[src/rtl/mem_ctrl_if.sv]
`default_nettype none
// =============================================================================
// Module   : mem_ctrl_if
// Brief    : IF/MEM request bundle and byte-wide RAM port seen by mem_ctrl.
// Revision : 1.0 - initial release
// =============================================================================
interface mem_ctrl_if;
    // Instruction fetch side
    logic        if_req;
    logic [31:0] if_addr;
    logic        if_cancel;
    logic [31:0] if_data;
    logic        if_done;
    // MEM stage side
    logic        mem_req;
    logic        mem_we;
    logic [1:0]  mem_length;
    logic        mem_signed;
    logic [31:0] mem_addr;
    logic [31:0] mem_wdata;
    logic [31:0] mem_rdata;
    logic        mem_done;
    // Byte-wide synchronous RAM / IO port
    logic [7:0]  ram_din;
    logic [7:0]  ram_dout;
    logic [31:0] ram_addr;
    logic        ram_wr;

    modport slave (
        input  if_req, if_addr, if_cancel,
        input  mem_req, mem_we, mem_length, mem_signed, mem_addr, mem_wdata,
        input  ram_din,
        output if_data, if_done, mem_rdata, mem_done,
        output ram_dout, ram_addr, ram_wr
    );

    modport master (
        output if_req, if_addr, if_cancel,
        output mem_req, mem_we, mem_length, mem_signed, mem_addr, mem_wdata,
        output ram_din,
        input  if_data, if_done, mem_rdata, mem_done,
        input  ram_dout, ram_addr, ram_wr
    );
endinterface
`default_nettype wire

[src/rtl/mem_ctrl.sv]
`default_nettype none
// =============================================================================
// Module   : mem_ctrl
// Brief    : Arbitrates IF/MEM onto one byte-wide RAM port, serialising
//            1/2/4-byte accesses little-endian. Optional macro
//            MEM_CTRL_IO_STALL_EN adds the io_buffer_full store back-pressure.
// Revision : 1.0 - initial release
// =============================================================================
module mem_ctrl (
    input  logic      clk,
    input  logic      rst_n,
    input  logic      rdy,
`ifdef MEM_CTRL_IO_STALL_EN
    input  logic      io_buffer_full,
`endif
    mem_ctrl_if.slave bus
);

    typedef enum logic [1:0] {
        ST_IDLE  = 2'd0,
        ST_READ  = 2'd1,
        ST_WRITE = 2'd2,
        ST_DONE  = 2'd3
    } state_t;

    state_t      state_q,     state_d;
    logic [1:0]  idx_q,       idx_d;
    logic [2:0]  step_q,      step_d;
    logic [2:0]  len_q,       len_d;
    logic [31:0] base_q,      base_d;
    logic [31:0] wdata_q,     wdata_d;
    logic [31:0] buf_q,       buf_d;
    logic        src_if_q,    src_if_d;
    logic        sgn_q,       sgn_d;
    logic        wr_q,        wr_d;
    logic [31:0] ram_addr_q,  ram_addr_d;
    logic [7:0]  ram_dout_q,  ram_dout_d;
    logic [31:0] if_data_q,   if_data_d;
    logic [31:0] mem_rdata_q, mem_rdata_d;
    logic        if_done_q,   if_done_d;
    logic        mem_done_q,  mem_done_d;

    logic [2:0]  w_mem_len;
    logic        w_io_block;
    logic [1:0]  w_next_idx;
    logic        w_more;
    logic [1:0]  w_cap_idx;
    logic [31:0] w_cap_word;
    logic [31:0] w_wr_shift;

    function automatic logic [31:0] extend_load(input logic [31:0] raw,
                                                input logic [2:0]  len,
                                                input logic        sgn);
        logic [31:0] res;
        case (len)
            3'd1:    res = {{24{sgn & raw[7]}},  raw[7:0]};
            3'd2:    res = {{16{sgn & raw[15]}}, raw[15:0]};
            default: res = raw;
        endcase
        return res;
    endfunction

    always_comb begin
        case (bus.mem_length)
            2'b00:   w_mem_len = 3'd1;
            2'b01:   w_mem_len = 3'd2;
            default: w_mem_len = 3'd4;
        endcase
    end

`ifdef MEM_CTRL_IO_STALL_EN
    // Stores into the IO window (addr[17:16]==3) wait while the IO buffer is full
    assign w_io_block = bus.mem_we && (bus.mem_addr[17:16] == 2'b11) && io_buffer_full;
`else
    assign w_io_block = 1'b0;
`endif

    assign w_next_idx = idx_q + 2'd1;
    assign w_more     = (({1'b0, idx_q} + 3'd1) < len_q);
    assign w_wr_shift = wdata_q >> {w_next_idx, 3'b000};

    // step_q counts READ edges; byte (step_q-1) arrives once the RAM latency has elapsed
    assign w_cap_idx  = step_q[1:0] - 2'd1;

    always_comb begin
        w_cap_word = buf_q;
        w_cap_word[{w_cap_idx, 3'b000} +: 8] = bus.ram_din;
    end

    always_comb begin
        state_d     = state_q;
        idx_d       = idx_q;
        step_d      = step_q;
        len_d       = len_q;
        base_d      = base_q;
        wdata_d     = wdata_q;
        buf_d       = buf_q;
        src_if_d    = src_if_q;
        sgn_d       = sgn_q;
        wr_d        = 1'b0;
        ram_addr_d  = ram_addr_q;
        ram_dout_d  = ram_dout_q;
        if_data_d   = if_data_q;
        mem_rdata_d = mem_rdata_q;
        if_done_d   = 1'b0;
        mem_done_d  = 1'b0;

        case (state_q)
            ST_IDLE: begin
                if (bus.mem_req && !w_io_block) begin
                    src_if_d   = 1'b0;
                    sgn_d      = bus.mem_signed;
                    len_d      = w_mem_len;
                    base_d     = bus.mem_addr;
                    wdata_d    = bus.mem_wdata;
                    idx_d      = 2'd0;
                    step_d     = 3'd0;
                    buf_d      = 32'd0;
                    ram_addr_d = bus.mem_addr;
                    if (bus.mem_we) begin
                        state_d    = ST_WRITE;
                        wr_d       = 1'b1;
                        ram_dout_d = bus.mem_wdata[7:0];
                    end else begin
                        state_d    = ST_READ;
                    end
                end else if (bus.if_req) begin
                    src_if_d   = 1'b1;
                    sgn_d      = 1'b0;
                    len_d      = 3'd4;
                    base_d     = bus.if_addr;
                    idx_d      = 2'd0;
                    step_d     = 3'd0;
                    buf_d      = 32'd0;
                    ram_addr_d = bus.if_addr;
                    state_d    = ST_READ;
                end
            end

            ST_READ: begin
                if (src_if_q && bus.if_cancel) begin
                    state_d = ST_IDLE;
                end else begin
                    step_d = step_q + 3'd1;
                    if (w_more) begin
                        idx_d      = w_next_idx;
                        ram_addr_d = base_q + {30'd0, w_next_idx};
                    end
                    if (step_q != 3'd0) begin
                        buf_d = w_cap_word;
                        if (step_q == len_q) begin
                            state_d = ST_DONE;
                            if (src_if_q) begin
                                if_data_d = w_cap_word;
                                if_done_d = 1'b1;
                            end else begin
                                mem_rdata_d = extend_load(w_cap_word, len_q, sgn_q);
                                mem_done_d  = 1'b1;
                            end
                        end
                    end
                end
            end

            ST_WRITE: begin
                if (w_more) begin
                    idx_d      = w_next_idx;
                    ram_addr_d = base_q + {30'd0, w_next_idx};
                    ram_dout_d = w_wr_shift[7:0];
                    wr_d       = 1'b1;
                end else begin
                    state_d    = ST_DONE;
                    mem_done_d = 1'b1;
                end
            end

            ST_DONE: begin
                state_d = ST_IDLE;
            end

            default: begin
                state_d = ST_IDLE;
            end
        endcase
    end

    // rdy low freezes every register, which also holds the done pulses
    always_ff @(posedge clk or negedge rst_n) begin
        if (!rst_n) begin
            state_q     <= ST_IDLE;
            idx_q       <= 2'd0;
            step_q      <= 3'd0;
            len_q       <= 3'd0;
            base_q      <= 32'd0;
            wdata_q     <= 32'd0;
            buf_q       <= 32'd0;
            src_if_q    <= 1'b0;
            sgn_q       <= 1'b0;
            wr_q        <= 1'b0;
            ram_addr_q  <= 32'd0;
            ram_dout_q  <= 8'd0;
            if_data_q   <= 32'd0;
            mem_rdata_q <= 32'd0;
            if_done_q   <= 1'b0;
            mem_done_q  <= 1'b0;
        end else if (rdy) begin
            state_q     <= state_d;
            idx_q       <= idx_d;
            step_q      <= step_d;
            len_q       <= len_d;
            base_q      <= base_d;
            wdata_q     <= wdata_d;
            buf_q       <= buf_d;
            src_if_q    <= src_if_d;
            sgn_q       <= sgn_d;
            wr_q        <= wr_d;
            ram_addr_q  <= ram_addr_d;
            ram_dout_q  <= ram_dout_d;
            if_data_q   <= if_data_d;
            mem_rdata_q <= mem_rdata_d;
            if_done_q   <= if_done_d;
            mem_done_q  <= mem_done_d;
        end
    end

    assign bus.if_data   = if_data_q;
    // A flush arriving in the fetch's DONE cycle still hides the completion
    assign bus.if_done   = if_done_q & ~bus.if_cancel;
    assign bus.mem_rdata = mem_rdata_q;
    assign bus.mem_done  = mem_done_q;
    assign bus.ram_addr  = ram_addr_q;
    assign bus.ram_dout  = ram_dout_q;
    assign bus.ram_wr    = wr_q & rdy;

endmodule
`default_nettype wire

[src/flat_wrapper.sv]
// flat-port wrapper written by rule: the top's interface ports become plain ports
module mem_ctrl_flat 
  (clk, rst_n, rdy, bus_if_req, bus_if_addr, bus_if_cancel, bus_mem_req, bus_mem_we, bus_mem_length, bus_mem_signed, bus_mem_addr, bus_mem_wdata, bus_ram_din, bus_if_data, bus_if_done, bus_mem_rdata, bus_mem_done, bus_ram_dout, bus_ram_addr, bus_ram_wr);
  mem_ctrl_if bus_i ();
  input  logic clk;
  input  logic rst_n;
  input  logic rdy;
  input wire logic [$bits(bus_i.if_req)-1:0] bus_if_req;
  input wire logic [$bits(bus_i.if_addr)-1:0] bus_if_addr;
  input wire logic [$bits(bus_i.if_cancel)-1:0] bus_if_cancel;
  input wire logic [$bits(bus_i.mem_req)-1:0] bus_mem_req;
  input wire logic [$bits(bus_i.mem_we)-1:0] bus_mem_we;
  input wire logic [$bits(bus_i.mem_length)-1:0] bus_mem_length;
  input wire logic [$bits(bus_i.mem_signed)-1:0] bus_mem_signed;
  input wire logic [$bits(bus_i.mem_addr)-1:0] bus_mem_addr;
  input wire logic [$bits(bus_i.mem_wdata)-1:0] bus_mem_wdata;
  input wire logic [$bits(bus_i.ram_din)-1:0] bus_ram_din;
  output wire logic [$bits(bus_i.if_data)-1:0] bus_if_data;
  output wire logic [$bits(bus_i.if_done)-1:0] bus_if_done;
  output wire logic [$bits(bus_i.mem_rdata)-1:0] bus_mem_rdata;
  output wire logic [$bits(bus_i.mem_done)-1:0] bus_mem_done;
  output wire logic [$bits(bus_i.ram_dout)-1:0] bus_ram_dout;
  output wire logic [$bits(bus_i.ram_addr)-1:0] bus_ram_addr;
  output wire logic [$bits(bus_i.ram_wr)-1:0] bus_ram_wr;
  assign bus_i.if_req = bus_if_req;
  assign bus_i.if_addr = bus_if_addr;
  assign bus_i.if_cancel = bus_if_cancel;
  assign bus_i.mem_req = bus_mem_req;
  assign bus_i.mem_we = bus_mem_we;
  assign bus_i.mem_length = bus_mem_length;
  assign bus_i.mem_signed = bus_mem_signed;
  assign bus_i.mem_addr = bus_mem_addr;
  assign bus_i.mem_wdata = bus_mem_wdata;
  assign bus_i.ram_din = bus_ram_din;
  assign bus_if_data = bus_i.if_data;
  assign bus_if_done = bus_i.if_done;
  assign bus_mem_rdata = bus_i.mem_rdata;
  assign bus_mem_done = bus_i.mem_done;
  assign bus_ram_dout = bus_i.ram_dout;
  assign bus_ram_addr = bus_i.ram_addr;
  assign bus_ram_wr = bus_i.ram_wr;
  mem_ctrl u_core (.clk(clk), .rst_n(rst_n), .rdy(rdy), .bus(bus_i));
endmodule
[config.mk]
export PLATFORM = sky130hd
export DESIGN_NAME = mem_ctrl_flat
export DESIGN_NICKNAME = d
export VERILOG_FILES = /design/src/rtl/mem_ctrl_if.sv /design/src/rtl/mem_ctrl.sv /design/src/flat_wrapper.sv
export SDC_FILE = /design/constraint.sdc
export NUM_CORES = 1
export LEC_CHECK = 0
export ABC_AREA = 1
export CELL_PAD_IN_SITES_DETAIL_PLACEMENT = 1
export CELL_PAD_IN_SITES_GLOBAL_PLACEMENT = 2
export CORE_AREA = 2 2 182 255
export DETAILED_ROUTE_END_ITERATION = 6
export DIE_AREA = 0 0 184 257
export PLACE_DENSITY = 0.66
export SYNTH_ARGS = -nofsm -noshare
export SYNTH_HDL_FRONTEND = slang
export SYNTH_SLANG_ARGS = --single-unit
[constraint.sdc]
create_clock -name clk -period 4.4 [get_ports clk]
set_clock_uncertainty 0.05 [all_clocks]
set_input_delay 0.88 -clock clk [delete_from_list [all_inputs] [get_ports clk]]
set_output_delay 0.88 -clock clk [all_outputs]
set_load 0.05 [all_outputs]
==> results of run 1 <==
-- per-stage QoR --
stage / worst slack [ns] / utilization, %
CTS: 0.957 / 32.9
global placement: 0.944 / 31.0
floorplan: 1.94 / -
global route: 0.872 / 32.9
detailed placement: 0.957 / 31.0
finish: 0.941 / 32.9
-- layout make-up --
cell class                 instances  share of cell area, %
inverter                          96                   2.44
sequential                       215                   36.4
timing repair buffer             236                   16.0
tap                              564                   4.77
clock buffer                      35                   4.69
multi-input combinational       1178                   34.5
clock inverter                    11                   1.17
-- power breakdown --
| group | internal, W | switching (W) | total, W |
|---|---|---|---|
| clock network | 0.00134 | 0.000894 | 0.00223 |
| registers | 0.00256 | 0.000437 | 0.00300 |
| logic | 0.00130 | 0.00294 | 0.00424 |
| total | 0.00520 | 0.00427 | 0.00947 |
-- placed cells by master, fill, tap and decap left out, types with 2 or more instances in the layout --
| master | netlist | final |
|---|---|---|
| nor2_4 | 1 | 2 |
| ha_1 | 14 | 14 |
| clkinv_2 | 0 | 5 |
| clkbuf_16 | 0 | 25 |
| buf_4 | 5 | 13 |
| buf_12 | 0 | 3 |
| o21ai_2 | 7 | 7 |
| clkbuf_1 | 30 | 7 |
| clkdlybuf4s50_1 | 0 | 219 |
| a31oi_1 | 5 | 5 |
| inv_2 | 3 | 3 |
| clkbuf_8 | 0 | 3 |
| nand4_1 | 2 | 2 |
| o211ai_1 | 3 | 3 |
| xnor2_1 | 4 | 4 |
| a21oi_1 | 15 | 15 |
| o21ai_0 | 119 | 119 |
| nand2_1 | 740 | 740 |
| nand3_2 | 3 | 3 |
| nand3_1 | 129 | 129 |
| inv_1 | 90 | 90 |
| dfrtp_1 | 215 | 215 |
| nor2_1 | 117 | 116 |
| nand2_2 | 2 | 2 |
| bufinv_16 | 0 | 4 |
| o21ai_1 | 3 | 3 |
| or2_2 | 2 | 2 |
| clkinv_1 | 3 | 3 |
-- layer usage --
metal,vias to the layer above,part of all wire [%]
li1,5267,-
met5,-,0
met4,0,1.8
met3,39,3.4
met2,179,52
met1,5020,42
-- worst register-to-register path, stage by stage, from the launching register on --
cell	delay, ns
dfrtp_1	0.53
inv_1	0.19
ha_1	0.28
nand2_1	0.18
inv_1	0.10
nor2_4	0.60
nand2_2	0.76
nand2_1	0.31
o21ai_2	0.07
-- final timing paths --
kind	endpoint	slack, ns	start	cells after the start
worst max register to register	u_core.bus.if_data[7]	1.20	u_core.step_q[0]	8
worst min-delay path	u_core.bus.mem_rdata[2]	0.31	rst_n	1
min in group clk	u_core.bus.if_data[30]	0.42	u_core.bus.if_data[30]	2
max in group asynchronous	u_core.base_q[26]	2.98	rst_n	2
worst max-delay path	bus_ram_wr	0.94	rdy	4
worst min register to register	u_core.bus.if_data[30]	0.42	u_core.bus.if_data[30]	2
-- sequential cells by signal (all words and copies together) (netlist names) --
register,flops
u_core.base_q,32
u_core.len_q,3
u_core.if_done_q,1
u_core.bus.ram_addr,32
u_core.state_q,2
u_core.wdata_q,32
u_core.bus.if_data,32
u_core.step_q,3
u_core.bus.ram_dout,8
u_core.sgn_q,1
u_core.bus.mem_done,1
u_core.bus.mem_rdata,32
u_core.idx_q,2
u_core.buf_q,32
u_core.wr_q,1
u_core.src_if_q,1
-- cells by family after synthesis --
kind of cell	after synthesis
mux	1
fa+ha+maj	15
xor+xnor	5
flops	215
simple gates	1001
compound gates	156
buf+inv	163
==> qor.yml, run 1 <==
outcome: "completed"
syn-cell-area_um2: 11100
die_h_um: 257
layoutNonFillerInstCount: 2335
whs_ns: 0.311
die_w_um: 184
critical-path-top-delay-family: "buffers and inverters"
yosysMostFrequentCell: "nand2_1"
drt-wirelength-per-cell_um: 17.4
crit_arrival_ns: 2.53
diodes: 0
crit_path_top_delay_cell: "clkdlybuf4s50_1"
grtUsageTotal_pct: 17.5
clk_pin_slew_ns: 0.06
cap_violations: 0
yosys.area_share.simple_pct: 35.9
drtPass1Iterations: 4
worst_pin_slew_ns: 0.987
power_w: 0.00947
synth-seq-cells: 215
cp-end-kind: "primary output"
place_congestion: 0.804
crit_top_cell: "clkdlybuf4s50_1"
vias_per_cell: 4.50
required_ns: 3.47
p_leak_nw: 7.06
start_util_pct: 24.8
slew_viol_final: 0
crit_fanout: 2
synthAdderAreaFrac_pct: 1.75
wirelength_um: 40700
rsz0062_at_grt: "false"
grt_util_met2_pct: 32.5
grt_max_degree: 103
hp-class: "in -> async"
area_growth_pct: 32.6
ys_async_sr_fraction_pct: 100
critical-path-max-stage-delay_ns: 0.82
synth.avg_cell_area_um2: 7.17
synth-compound-area-share_pct: 7.53
grt_pass1_wl_um: 64700
placed_cells: 2289
cp.buffers_inverters: 3
cts_max_path_buffers: 3
final_area_um2: 14800
design.core.area_um2: 44900
yosys.area.top_type: "dfrtp_1"
grt_pass1_vias: 11300
yosysSeqAreaShare_pct: 48.3
yosys-top-cells-area: "dfrtp_1 48%, nand2_1 25%, nand3_1 5.8%"
tns_ns: 0
synth_nets: 1685
cts_tree: "built"
post_cts_resized: 0
synthFlopType: "dfrtp_1"
met3_usage_pct: 2.24
setup.worst_path.start_class: "input port"
worst-setup-path-type: "in -> out"
dpl_cell_area_um2: 13900
synth-xor-area-share_pct: 0.393
top_usage_layer: "met2"
ant_nets: 0
max-vdd-ir-drop_uv: 307
synthMuxAreaShare_pct: 0.0898
synth_top_cell_area_share_pct: 48.3
num_vias: 10500
dp_hpwl_um: 30000
dieArea_um2: 47300
synth_edf_count: 0
cts_sinks: 215
yosys_warnings: 0
drtIter0Drc: 425
pwr_density_cell_nw_per_um2: 641
rows: 92
ff_latch_area_um2: 5380
drive_gt1_share_pct: 4.52
postSynthCellCount: 1556
relSlewSlack_pct: 34.1
period_minus_slack_ns: 3.46
drc: 0
num-nets-final: 1881
htreeDepth: 1
cts-buffers-inserted: 25
worstPathCellList: "clkdlybuf4s50_1 > nand2_1 > inv_1 > clkdlybuf4s50_1"
period_share_pct: 78.6
postCtsHoldBufs: 0
post_cts_buffers: 0
port_buffers: 220
grt.met1_usage_pct: 21.0
clk-insertion-delay-late_ns: 0.56
overflow: 0
synth_cell_types: 37
synth_top_family_by_area: "simple AND/OR/NAND/NOR gates"
finalSetupViolCount: 0
ys_top_cells_by_count: "740 x nand2_1, 215 x dfrtp_1, 129 x nand3_1"
clockRootBuffer: "clkbuf_16"
multi_input_area_um2: 5100
antenna_found_initial: 0
nFillCells: 5482
hold_viol_final: 0
fmax_mhz: 289
ios: 221
No activity file was read; power rests on OpenSTA's default activity.
==> inputs of run 2 (changes only) <==
PLACE_DENSITY = 0.69   (was 0.66)
clock period = 3.1 ns   (was 4.4 ns; I/O delays follow)
==> run 2 against run 1 <==
Against the previous run:
- combinational power increased by 44%
- clock-buffer cell count grew 1
- critical path depth increased by 5
- sequential power up 43%
- cell count rose by 0.64%
- critical path type is now reg -> reg
- highest routed layer is now met5
==> qor.yml, run 2 (synthesized netlist as in run 1, its figures left out) <==
port_buffers: 220  # unchanged
required_ns: 3.53  # was 3.47 ns
antenna_found_initial: 3  # was 0
cp-endpoint: "u_core.bus.mem_rdata[29]"  # was bus_ram_wr
crit_arrival_ns: 3.15  # was 2.53 ns
rr_startpoint: "u_core.step_q[1]"  # was u_core.step_q[0]
p_leak_nw: 7.15  # was 7.06 nW
setup_ws_ns: 0.382  # was 0.941 ns
dieArea_um2: 47300  # unchanged
reg2reg_slack_ns: 0.38  # was 1.20 ns
design.core.area_um2: 44900  # unchanged
post_cts_buffers: 0  # unchanged
rows: 92  # unchanged
outcome: "completed"  # unchanged
cts_tree: "built"  # unchanged
pwr_density_cell_nw_per_um2: 907  # was 641 nW/µm²
ios: 221  # unchanged
place_ws_ns: 0.312  # was 0.957 ns
post_cts_resized: 0  # unchanged
die_w_um: 184  # unchanged
crit_fanout: 16  # was 2
final_common_cell: "nand2_1"  # unchanged
r2r_end: "u_core.bus.mem_rdata[29]"  # was u_core.bus.if_data[7]
drtPass1Iterations: 5  # was 4
start_util_pct: 24.8  # unchanged
cp-startpoint: "u_core.step_q[1]"  # was rdy
ant_nets: 0  # unchanged
drt-wirelength-per-cell_um: 17.3  # was 17.4 µm
num_vias: 10700  # was 10,500
grt_pass1_vias: 11400  # was 11,300
num-nets-final: 1895  # was 1,881
grt_pass1_wl_um: 64900  # was 64,700 µm
cp-end-kind: "flop"  # was primary output
drive_gt1_share_pct: 5.49  # was 4.52%
cts_max_path_buffers: 3  # unchanged
cts-buffers-inserted: 25  # unchanged
overflow: 0  # unchanged
grtUsageTotal_pct: 17.4  # was 17.5%
setup.worst_path.start_class: "flop"  # was input port
fmax_mhz: 368
tns_ns: 0  # unchanged
drc: 0  # unchanged
max-vdd-ir-drop_uv: 438  # was 307 µV
hold_viol_final: 0  # unchanged
relSlewSlack_pct: 52.4  # was 34.1%
die_h_um: 257  # unchanged
cts_sinks: 215  # unchanged
period_minus_slack_ns: 2.72
worst_pin_slew_ns: 0.707  # was 0.987 ns
wirelength_um: 40700  # about the same
cap_violations: 0  # unchanged
slew_viol_final: 0  # unchanged
postCtsHoldBufs: 0  # unchanged
worstRegToRegCells: 9  # was 8
rsz0062_at_grt: "false"  # unchanged
clockRootBuffer: "clkbuf_16"  # unchanged
worst-setup-path-type: "reg -> reg"  # was in -> out
clk_pin_slew_ns: 0.06  # about the same
vias_per_cell: 4.54  # was 4.50
drtIter0Drc: 469  # was 425
period_share_pct: 87.7
nFillCells: 5514  # was 5,482
area_growth_pct: 33.7  # was 32.6%
finalSetupViolCount: 0  # unchanged
hp-class: "in -> async"  # unchanged
place_congestion: 0.822  # was 0.804
clk-insertion-delay-late_ns: 0.55  # was 0.56 ns
dp_hpwl_um: 30200  # was 30,000 µm
grt_max_degree: 68  # was 103
htreeDepth: 1  # unchanged
final_cell_mix: "740 x nand2_1, 217 x clkdlybuf4s50_1, 215 x dfrtp_1"  # was 740 x nand2_1, 219 x clkdlybuf4s50_1, 215 x dfrtp_1
## run 2: cell count changes in the layout (fill, tap and decap cells not counted)
| cell | before | now |
|---|---|---|
| buf_12 | 3 | 6 |
| buf_4 | 13 | 26 |
| bufinv_16 | 4 | 3 |
| clkbuf_1 | 7 | 5 |
| clkbuf_8 | 3 | 6 |
| clkdlybuf4s50_1 | 219 | 217 |
| diode_2 | 0 | 1 |
| inv_16 | 1 | 0 |
| inv_6 | 0 | 1 |
## run 2: critical path, stage by stage (launching register included)
cell and delay, ns:
dfrtp_1 0.49, inv_1 0.13, ha_1 0.32, inv_1 0.42, nand2_1 0.26, o21ai_0 0.64
nand2_1 0.10, nand3_1 0.10, nand2_1 0.06, nand2_1 0.08
## run 2: worst min path at each step
stage | startpoint | to | slack (ns) | cells after the start
after floorplan | rst_n | u_core.base_q[0] | 0.27 | 0
after global placement | u_core.wdata_q[15] | u_core.wdata_q[15] | 0.41 | 2
after detailed placement | u_core.wdata_q[16] | u_core.wdata_q[16] | 0.41 | 2
after CTS | rst_n | u_core.bus.mem_rdata[6] | 0.02 | 1
after global routing | rst_n | u_core.bus.mem_rdata[6] | 0.04 | 1
final | rst_n | u_core.bus.if_data[6] | 0.01 | 1
## run 2: final cells by class
class | count | area, µm² | area share [%]
Sequential cell | 215 | 5380 | 36.1
Multi-Input combinational cell | 1178 | 5100 | 34.2
Timing Repair Buffer | 250 | 2500 | 16.8
Clock buffer | 36 | 727 | 4.87
Tap cell | 564 | 706 | 4.73
Inverter | 96 | 360 | 2.42
Clock inverter | 10 | 131 | 0.881
Antenna cell | 1 | 2.50 | 0.0168
## run 2: routing by layer
| layer | vias up | GRT usage, % | wire, µm |
|---|---|---|---|
| met5 | - | 0 | 30 |
| met4 | 4 | 4.89 | 963 |
| met3 | 53 | 2.02 | 1350 |
| met2 | 206 | 32.3 | 21100 |
| met1 | 5100 | 20.9 | 17200 |
| li1 | 5314 | - | - |
## run 2: power by group
group / switching (W) / leakage, nW / total [W] / internal (W)
clock network: 0.00126 / 0.424 / 0.00314 / 0.00188
logic: 0.00417 / 3.91 / 0.00610 / 0.00193
registers: 0.000656 / 2.82 / 0.00429 / 0.00363
## run 2: through the flow
stage | cells | hold slack [ns] | cell area, µm² | utilization (%) | power, W
after floorplan | 1556 | 0.274 | 11100 | - | 0.00818
after global placement | 2303 | 0.405 | 14100 | 31.3 | 0.0104
after detailed placement | 2303 | 0.409 | 14100 | 31.3 | 0.0106
after CTS | 2349 | 0.0154 | 14900 | 33.2 | 0.0138
after global routing | 2350 | 0.0393 | 14900 | 33.2 | 0.0146
final | 2350 | 0.00973 | 14900 | 33.2 | 0.0135
